$ cat config.mk
export PLATFORM = sky130hd
export DESIGN_NAME = input_debouncer
export DESIGN_NICKNAME = d
export VERILOG_FILES = /design/src/rtl/input_debouncer.sv
export SDC_FILE = /design/constraint.sdc
export NUM_CORES = 1
export LEC_CHECK = 0
export BUFFER_PORTS_ARGS = -buffer_cell sky130_fd_sc_hd__buf_2
export CELL_PAD_IN_SITES_DETAIL_PLACEMENT = 1
export CELL_PAD_IN_SITES_GLOBAL_PLACEMENT = 1
export CORE_AREA = 4 4 41 43
export CTS_BUF_LIST = sky130_fd_sc_hd__clkbuf_2
export DETAILED_ROUTE_END_ITERATION = 6
export DIE_AREA = 0 0 45 47
export PLACE_DENSITY_LB_ADDON = 0.05
export SYNTH_ARGS = -nofsm -noshare
export SYNTH_HDL_FRONTEND = slang
export SYNTH_SLANG_ARGS = --single-unit
$ cat constraint.sdc
create_clock -name clk -period 1.6 [get_ports clk]
set_input_delay 0.4 -clock clk [delete_from_list [all_inputs] [get_ports clk]]
set_output_delay 0.4 -clock clk [all_outputs]
set_load 0.05 [all_outputs]
$ cat src/rtl/input_debouncer.sv
// ============================================================================
// input_debouncer : two-flop synchronizer + four-state debounce FSM
// Rev 1.0
// ============================================================================
`default_nettype none

module input_debouncer #(
  parameter int N  = 4,
  parameter int CW = $clog2(N + 1)
) (
  input  logic clk,
  input  logic reset,
  input  logic raw,
  output logic a,
  output logic changed,
  output logic busy
);

  typedef enum logic [1:0] {
    STABLE_LO = 2'b00,
    WAIT_HI   = 2'b01,
    STABLE_HI = 2'b11,
    WAIT_LO   = 2'b10
  } state_t;

  localparam logic [CW-1:0] CNT_LAST = CW'(N - 1);
  localparam logic [CW-1:0] CNT_ONE  = CW'(1);

  state_t        state_q, state_d;
  logic [CW-1:0] cnt_q, cnt_d;
  logic          s1_q, s2_q;
  logic          changed_q, changed_d;

  always_ff @(posedge clk or negedge reset) begin
    if (!reset) begin
      s1_q      <= 1'b0;
      s2_q      <= 1'b0;
      state_q   <= STABLE_LO;
      cnt_q     <= '0;
      changed_q <= 1'b0;
    end else begin
      s1_q      <= raw;
      s2_q      <= s1_q;
      state_q   <= state_d;
      cnt_q     <= cnt_d;
      changed_q <= changed_d;
    end
  end

  // The first sample of a candidate value is counted on entry to WAIT, so the
  // accept test at N-1 corresponds to the N-th consecutive sample.
  always_comb begin
    state_d   = state_q;
    cnt_d     = '0;
    changed_d = 1'b0;
    case (state_q)
      STABLE_LO: begin
        if (s2_q) begin
          state_d = WAIT_HI;
          cnt_d   = CNT_ONE;
        end
      end
      WAIT_HI: begin
        if (!s2_q) begin
          state_d = STABLE_LO;
        end else if (cnt_q == CNT_LAST) begin
          state_d   = STABLE_HI;
          changed_d = 1'b1;
        end else begin
          cnt_d = cnt_q + CNT_ONE;
        end
      end
      STABLE_HI: begin
        if (!s2_q) begin
          state_d = WAIT_LO;
          cnt_d   = CNT_ONE;
        end
      end
      WAIT_LO: begin
        if (s2_q) begin
          state_d = STABLE_HI;
        end else if (cnt_q == CNT_LAST) begin
          state_d   = STABLE_LO;
          changed_d = 1'b1;
        end else begin
          cnt_d = cnt_q + CNT_ONE;
        end
      end
      default: begin
        state_d = STABLE_LO;
      end
    endcase
  end

  assign a       = (state_q == STABLE_HI) || (state_q == WAIT_LO);
  assign busy    = (state_q == WAIT_HI)   || (state_q == WAIT_LO);
  assign changed = changed_q;

endmodule

`default_nettype wire
# Word level (Yosys, flattened, before mapping)
# Index checks and enable logic that the tools add are counted.
# word_totals
register_bits	8
word_cells	35
# op_classes
mux	17
n_addsub	1
n_reduce_logical	4
n_eq_ne	8
# ops
operator	n
$mux W2	6
$pmux W3 S4	1
$mux W3	3
$pmux W2 S4	1
$ne A3 B3 Y1 const B	2
$mux W1	5
$eq A2 B2 Y1 const B	2
$ne A2 B2 Y1 const B	2
$reduce_and A4 Y1	1
$add A3 B1 Y3 const B	1
$eq A3 B2 Y1 const B	1
$eq A2 B1 Y1 const B	1
$logic_not A2 Y1	1
$logic_or A1 B1 Y1	2
$pmux W1 S2	1

# Longest topological paths before layout
# Gate-level depths: netlist (run 1).
# depth
ltp_word	4
depth_mapped	5

# Worst setup path after synthesis (run 1)
# Ideal clock, no wire load.
# synth_path
kind	flip-flop to flip-flop
start	reg state_q[0]
end	reg state_q[1]
arrival_ns	1.467
setup_slack_ns	0.008
setup_ns	0.125
stages_incl_launch_ff	6
required_time_ns	1.475
cell_sequence	dfrtp_1 -> inv_1 -> ha_1 -> a21oi_1 -> nor2_1 -> mux2_4
# synth_between
elab_chain_len	3
word_cells_on_any_way	10
classes_between	eq/ne: 7; mux: 1; reduce/logical: 2
# synth_lines
element	line	text
start, declared	29	state_t state_q, state_d;
start signal, assigned	44	state_q <= state_d;
$eq A2 B1 Y1 (tied with other cells)	56	case (state_q)
$ne A3 B3 Y1 (no line) or $ne A2 B2 Y1 (tied branches)	-	
$reduce_and A4 Y1 (no line)	-	
# Several ways; a longest one is shown, not always the timed one.
# A chain may end at the register's enable or synchronous reset.

# Worst setup path in the final report (run 1)
# layout_path
start	reg state_q[1]
end	out a
# layout_between
elab_chain_len	2
word_cells_on_any_way	3
classes_between	eq/ne: 2; reduce/logical: 1
# layout_lines
element	line	text
$eq A2 B2 Y1	95	assign a = (state_q == STABLE_HI) || (state_q == WAIT_LO);
$logic_or A1 B1 Y1 *	95	
end, declared	14	output logic a,
# Mark *: on every way between the ends. The rest lies on a longest branch, timed or not.

==> metrics.txt, run 1 <==
TritonRoute pass-1 iters=4; antenna violations before repair=0; final wirelength=about 1100 µm; die height=between 40 and 50 µm; Reg-to-Reg Start=state_q[1]$_DFFE_PN0P_; HP Start=raw; CP bufs+invs=1; worst hold stages=1; global route total overflow=0; Top FF cell, synth=dfrtp_1; Placement Setup Slack=between 0.01 and 0.015 ns; Setup crit end kind=primary output; max_slew headroom=0.7837; CP cell instances=ha_2 > or2_4 > buf_8; IO Pins=6; clock slew seen by the registers of the worst setup and hold paths=~0.090 ns; Final Hold Viols=0; violated checks=negative setup slack; Min Hold Slack=0.2539 ns; drt drc=0; GPL Wtd Cong=roughly 0.71; WS Path Type=reg2out; # diodes=0; Final #Nets=66; Pleak=0.3009 nW; part of the Yosys area used for sequential elements=0.4692; vias in the first global route=between 300 and 400; EDFF count, synth=0; placed instance area=between 500 and 600 µm²; CP max FO=4; Initial Utilization=0.3279; status=finished with violations; Syn Nets=46; drt initial violations=13; CTS Buffer Depth=2; standard-cell rows=13; crit path DAT=approximately 1.3 ns; flops & latches, synth=8; Area Growth Syn to Fin=48.97%; RR Endpoint=state_q[1]$_DFFE_PN0P_; DP Wirelength=roughly 720 µm; crit-path max cell delay=approximately 0.46 ns; CP Launch Type=flop; Final Max Slew Viols=0; layout cells sized above 1=0.4727; Hold Path End=s1_q$_DFF_PN0_; R2R setup slack=0 ns; Vias=348; GRT Resource Usage Total=0.1235; first-pass GRT wire length=between 1500 and 2000 µm; Worst Path Required=1.20 ns; Post-Synthesis Cells=37; Worst-Margin Slew=~0.32 ns; Core ar.=1301 µm²; synth warn=0; HP Class=in2reg; peak supply drop=1.267 mV; final worst-path cycle share=1.069; fillers=approximately 150; largest net degree at the start of global routing=9; CP Depth=3; CTS tree=yes; clock skew=about 0.0054 ns; CTS buffer count=3; Root Driver=clkbuf_2; die footprint=2115 µm²; Final Total Pwr=~1.4 mW; vias per inst=slightly below 5; Post-Layout Inst Area=635.6 µm²; Max-Cap Viols=0; CTS H-Tree Depth=1; setup TNS=-0.1987 ns; reg2reg path depth=5; fin crit period=about 1.7 ns; non-filler instance count after layout=70; Distinct cells, synth=18; drt wl/cell=approximately 15 µm; slowest CP cell=dfrtp_2; RSZ-0062 raised after global routing=yes; Post-DRT Antenna Nets=0; Final Util=0.4885; placed insts=61; IO buf count=5; Die Wd=between 40 and 50 µm; Mapped Area=roughly 430 µm²; cell area power density=around 2200 nW/µm²; clk sinks=8; FMAX=between 500 and 600 MHz; Setup violations, final=3; Worst-Skew Late Latency=about 0.25 ns; ys async rst share=1.000; final worst slack=-0.1105 ns; cell family with most CP delay=flip-flops; Synth Area per Inst=11.53 µm²
==> cell families (layout without fill, tap and decap cells) <==
family | Yosys count | count (layout) | share of synthesized area
buffers and inverters | 3 | 21 | 0.02639
AND/OR/NAND/NOR | 11 | 11 | 0.1437
adder cells (fa/ha/maj) | 6 | 6 | 0.1759
flip-flops | 8 | 8 | 0.4692
multiplexers | 3 | 3 | 0.09382
AO/OA/AOI/OAI | 6 | 6 | 0.09089
==> worst max path at each step <==
stage                           start                endpoint
6_report       state_q[1]$_DFFE_PN0P_                       a
3_5_place_dp   state_q[0]$_DFFE_PN0P_                       a
3_3_place_gp   state_q[0]$_DFFE_PN0P_                       a
5_1_grt        state_q[1]$_DFFE_PN0P_                       a
4_1_cts        state_q[0]$_DFFE_PN0P_                       a
2_1_floorplan  state_q[0]$_DFFE_PN0P_  state_q[1]$_DFFE_PN0P_
==> worst register-to-register path, delay by kind of cell, from the launching register on <==
kind	cells	cell delay, ns
AOI/OAI and AO/OA	1	0.24
adders and majority gates	1	0.22
muxes	2	0.42
buffers and inverters	1	0.15
DFF	1	0.46
==> synthesized netlist by cell type, types with 2 or more instances <==
library cell	number	area, µm²
inv_1	3	11.26
ha_1	6	75.07
nor4b_1	2	17.52
dfrtp_1	8	200.2
nor2_1	5	18.77
==> report_power, final <==
| group | switching, mW | leakage (nW) | internal (mW) |
|---|---|---|---|
| logic | 0.453 | 0.189 | 0.491 |
| clock network | 0.0780 | 0.0125 | 0.0511 |
| registers | 0.0476 | 0.0993 | 0.254 |
| total | 0.579 | 0.301 | 0.795 |
==> timing repair <==
action                                 in CTS  in global routing
setup endpoints to repair                   2                  4
pin swaps                                   1                  0
hold buffers                                1                  0
endpoints found under the hold margin       8                  0
setup buffers                               3                  2
resized for setup                          10                  4
==> state kept, by name, summed over array words and instances, names as in the netlist <==
register	count
changed	1
cnt_q	3
state_q	2
s1_q	1
s2_q	1
==> cell type report <==
class	instances	area, µm²	share of cell area
Multi-Input combinational cell	26	254.0	0.3996
Clock buffer	3	15.01	0.02362
Sequential cell	8	201.4	0.3169
Timing Repair Buffer	15	135.1	0.2126
Inverter	3	11.26	0.01772
Tap cell	15	18.77	0.02953
==> metal layers <==
layer  part of all wire  vias up  wire (µm)  GRT usage
met4              0.031        0         33     0.1053
met5                  0        -          0          0
li1                   -      163          -          -
met3              0.049        5         53    0.03448
met1               0.45      168        482     0.1445
met2               0.47       12        505     0.1864
==> layout by cell type (no fill, tap or decap), types with 2 or more instances in the layout <==
master and n:
dfrtp_1 7, ha_1 3, clkbuf_2 3, nor4b_1 2
ha_4 2, inv_1 2, buf_8 2, buf_2 3
buf_4 8, nor2_1 5
Note: power is estimated with default switching activity, not from simulation.
==> run 2, diff against run 1 <==
clock period = 1.4 ns   (was 1.6 ns; I/O delays follow)
==> run 2 against run 1 <==
Net effect: highest routed layer unchanged; sequential power rose by 20%; setup slack got worse by 0.11 ns; hold slack got worse by 0.027 ns; register-to-register slack got worse by 0.18 ns; combinational power rose by 18%; power rose by 17%; count of clock-buffer cells in the layout did not move; core utilization rose by 2.2 points; cell count rose by 2.9%; the flow still finishes with violations (negative setup slack); first-iteration DRC count fell by 77%.
==> metrics.txt, run 2 (same netlist as run 1, synthesis figures left out) <==
DP Wirelength=approximately 810 µm; Core ar.=~1300 µm²; HP Class=in2reg; fillers=around 150; CTS buffer count=3; Largest Register=cnt_q; vias per inst=4.917; placed insts=64; # diodes=0; Placement Setup Slack=-0.1160 ns; Worst-Margin Slew=0.3458 ns; final worst slack=-0.2182 ns; Worst-Skew Late Latency=roughly 0.23 ns; violated checks=negative setup slack; clock slew seen by the registers of the worst setup and hold paths=approximately 0.080 ns; slowest CP cell=dfrtp_2; Final Max Slew Viols=0; RSZ-0062 raised after global routing=yes; Final #Nets=68; Initial Utilization=0.3279; clk sinks=8; status=finished with violations; GRT Resource Usage Total=0.1354; CTS tree=yes; clock skew=0.005644 ns; FF+latch area=roughly 200 µm²; placed instance area=558.0 µm²; WS Path Type=reg2out; antenna violations before repair=0; Vias=between 300 and 400; FMAX=roughly 600 MHz; crit-path max cell delay=0.46 ns; leading cell type in the layout, fill and taps excluded=buf_4; CP bufs+invs=1; die height=47 µm; drt initial violations=3; Setup violations, final=7; standard-cell rows=13; vias in the first global route=between 400 and 500; most frequent cells in the layout=buf_4 (10), dfrtp_1 (6), nor2_1 (5); max_slew headroom=0.7690; drt drc=0; Root Driver=clkbuf_2; Final Hold Viols=0; peak supply drop=roughly 1 mV; Die Wd=~45 µm; max FFs per register=3; Pleak=roughly 0.31 nW; Post-DRT Antenna Nets=0; Worst Path Required=1.05 ns; CP Launch Type=flop; non-filler instance count after layout=72; cell family with most CP delay=flip-flops; CP cell instances=ha_4 > or2_4 > buf_8; crit path DAT=1.27 ns; Final Util=0.5106; CP max FO=4; Regs by FF count=cnt_q (3), state_q (2); CTS Buffer Depth=2; layout cells sized above 1=0.5614; IO Pins=6; cell area power density=about 2400 nW/µm²; global route total overflow=0; first-pass GRT wire length=1952 µm; Post-Layout Inst Area=664.4 µm²; Area Growth Syn to Fin=55.72%; CTS H-Tree Depth=1; area of the multi-input gates=276.5 µm²; TritonRoute pass-1 iters=5; drt wl/cell=~15 µm; IO buf count=5; final wirelength=~1100 µm; Setup crit end kind=primary output; final worst-path cycle share=1.156; die footprint=about 2100 µm²; largest net degree at the start of global routing=9; GPL Wtd Cong=0.6865; fin crit period=about 1.6 ns; Max-Cap Viols=0
-- run 2: through the flow --
stage	hold slack [ns]	TNS (ns)	power, mW
6_report	0.2265	-0.8465	1.611
5_1_grt	0.2103	-1.422	1.731
4_1_cts	0.2222	-0.8995	1.616
3_5_place_dp	0.2054	-0.3329	1.237
3_3_place_gp	0.1967	-0.1228	1.186
2_1_floorplan	0.05441	-0.01157	0.9809
-- run 2: path summary, 6_finish.rpt --
path / startpoint / to / slack (ns) / depth (start not counted)
worst max-delay path: state_q[1]$_DFFE_PN0P_ / a / -0.22 / 3
worst min-delay path: raw / s1_q$_DFF_PN0_ / 0.23 / 1
worst max register to register: state_q[1]$_DFFE_PN0P_ / state_q[1]$_DFFE_PN0P_ / -0.18 / 5
worst min register to register: s1_q$_DFF_PN0_ / s2_q$_DFF_PN0_ / 0.35 / 0
max in group asynchronous: reset / state_q[0]$_DFFE_PN0P_ / 0.73 / 2
min in group asynchronous: reset / s2_q$_DFF_PN0_ / 0.48 / 2
-- run 2: what timing repair did --
| action | in CTS | in global routing |
|---|---|---|
| endpoints found under the hold margin | 8 | 0 |
| setup endpoints to repair | 7 | 7 |
| gates resized for setup | 13 | 0 |
| gates cloned | 0 | 0 |
| setup buffers | 4 | 0 |
| pin swaps | 1 | 0 |
| hold buffers | 1 | 0 |
-- run 2: cell type report --
class / instances / area share
inverter: 3 / 0.02072
multi-input combinational: 26 / 0.4162
timing repair buffer: 17 / 0.2072
clock buffer: 3 / 0.02260
tap: 15 / 0.02825
sequential: 8 / 0.3051
-- run 2: power by group --
group | leakage (nW) | internal [mW] | total (mW) | switching (mW)
Combinational | 0.201 | 0.571 | 1.11 | 0.542
Clock | 0.0125 | 0.0585 | 0.137 | 0.0780
Sequential | 0.0986 | 0.292 | 0.362 | 0.0696
-- run 2: metal layers --
metal / part of all wire / wire, µm / track usage / vias up
met1: 0.43 / 457 / 0.1488 / 176
met2: 0.53 / 563 / 0.2458 / 6
met5: 0 / 0 / 0 / -
met3: 0.038 / 41 / 0.03831 / 2
li1: - / - / - / 170
met4: 0.0093 / 10 / 0.05263 / 0
==> run 3, diff against run 2 <==
SETUP_SLACK_MARGIN = 0.4   (was unset)
clock period = 2.06 ns   (was 1.4 ns; I/O delays follow)
==> run 3 against run 2 <==
Net effect: largest power group unchanged; flip-flop and latch count unchanged; critical path depth up 1; the flow now finishes without violations; sequential share of layout area increased by 3.7 points; register-to-register slack improved by 0.61 ns; critical endpoint unchanged; clock power shrank 34%; wire length decreased by 12%; highest routed layer unchanged; critical path type unchanged; core utilization decreased by 5.6 points; setup slack improved by 0.48 ns; non-clock buffer count decreased by 6; global-route usage is 2.8 points lower; count of clock-buffer cells in the layout unchanged; combinational power is 43% lower.
==> metrics.txt, run 3 (same netlist as run 1, synthesis figures left out) <==
die footprint=around 2100 µm²; WS Path Type=reg2out; CP max FO=4; IO Pins=6; Worst Path Required=1.54 ns; GPL Wtd Cong=0.6633; CTS tree=yes; vias per inst=approximately 5.0; most frequent cells in the layout=dfrtp_1 (6), buf_4 (6), nor2_1 (5); Min Hold Slack=between 0.1 and 0.15 ns; Initial Utilization=0.3279; Root Driver=clkbuf_2; clock slew seen by the registers of the worst setup and hold paths=around 0.08 ns; IO buf count=5; GRT Resource Usage Total=0.1069; clock skew=roughly 0.012 ns; die height=between 40 and 50 µm; largest net degree at the start of global routing=9; Flop pwr share=0.256; RSZ-0062 raised after global routing=yes; final worst-path cycle share=0.8717; Sw Pwr=around 0.43 mW; Final Hold Viols=0; CTS buffer count=3; Largest Register=cnt_q; Post-DRT Antenna Nets=0; Pleak=around 0.28 nW; antenna violations before repair=0; Final Util=0.4548; Die Wd=45 µm; max FFs per register=3; CTS H-Tree Depth=1; Post-Layout Inst Area=slightly below 600 µm²; DP Wirelength=642.5 µm; layout cells sized above 1=0.4902; Worst-Skew Late Latency=around 0.23 ns; cts hold-fix bufs=0; crit path DAT=about 1.3 ns; first-pass GRT wire length=1476 µm; Comb pwr share=0.651; global route total overflow=0; internal power=about 0.55 mW; drt drc=0; Final Max Slew Viols=0; HP Class=in2async; Setup violations, final=0; cell area power density=roughly 1700 nW/µm²; FMAX=between 500 and 600 MHz; clock power share=0.093; CTS Buffer Depth=2; Setup crit end kind=primary output; drt wl/cell=~14 µm; Vias=between 300 and 400; max_slew headroom=0.7105; TritonRoute pass-1 iters=3; clk sinks=8; Worst-Margin Slew=about 0.43 ns; drt initial violations=2; Max-Cap Viols=0; fin crit period=1.796 ns; vias in the first global route=between 300 and 400; standard-cell rows=13; peak supply drop=about 0.73 mV; Area Growth Syn to Fin=38.71%; final wirelength=939 µm; Core ar.=between 1000 and 1500 µm²; CP Launch Type=flop; fillers=about 150; Final #Nets=62; status=completed; switch share=0.4388; # diodes=0; setup TNS=0 ns; Regs by FF count=cnt_q (3), state_q (2); placed instance area=~480 µm²
[run 3: final cells by class]
type / count / area (µm²) / share of cell area
tap: 15 / 18.77 / 0.03171
clock buffer: 3 / 15.01 / 0.02537
timing repair buffer: 11 / 86.33 / 0.1459
multi-input combinational: 26 / 255.2 / 0.4313
inverter: 3 / 13.76 / 0.02326
sequential: 8 / 202.7 / 0.3425
[run 3: through the flow]
step | setup slack [ns] | instances | total power [mW]
global route | 0.2112 | 66 | 1.042
floorplan | 0.4684 | 37 | 0.5844
detailed placement | 0.3658 | 58 | 0.6856
finish | 0.2643 | 66 | 0.9771
CTS | 0.2070 | 63 | 0.9047
global placement | 0.3968 | 58 | 0.6702
[run 3: what timing repair did]
action,in CTS,in global routing
pin swaps,0,2
buffers inserted,2,3
endpoints found under the setup margin,2,2
resized for setup,12,4
[run 3: per-layer routing]
layer | routed length (µm) | vias to the layer above | track usage
li1 | - | 160 | -
met1 | 400 | 164 | 0.1215
met2 | 473 | 7 | 0.1610
met3 | 54 | 2 | 0.06130
met4 | 10 | 0 | 0.05263
met5 | 0 | - | 0
[run 3: path summary, 6_finish.rpt]
check	slack [ns]	end	cells past startpoint	from
hold reg to reg	0.37	s2_q$_DFF_PN0_	0	s1_q$_DFF_PN0_
setup reg to reg	0.43	cnt_q[0]$_DFF_PN0_	7	state_q[0]$_DFFE_PN0P_
hold / removal	0.11	cnt_q[1]$_DFF_PN0_	1	reset
max in group asynchronous	1.77	s2_q$_DFF_PN0_	1	reset
min in group clk	0.37	s2_q$_DFF_PN0_	0	s1_q$_DFF_PN0_
setup / recovery	0.26	a	4	state_q[0]$_DFFE_PN0P_
[run 3: critical path, stage by stage, from the launching register on]
cell	delay, ns
dfrtp_2	0.44
inv_4	0.07
ha_4	0.16
or2_4	0.23
buf_8	0.15
[run 3: power groups by stage]
stage	Sequential (mW)	Combinational, mW	Clock (mW)
after floorplan	0.223	0.361	0
after global placement	0.227	0.444	0
after detailed placement	0.230	0.455	0
after CTS	0.242	0.567	0.0961
after global routing	0.255	0.682	0.106
final	0.250	0.636	0.0911
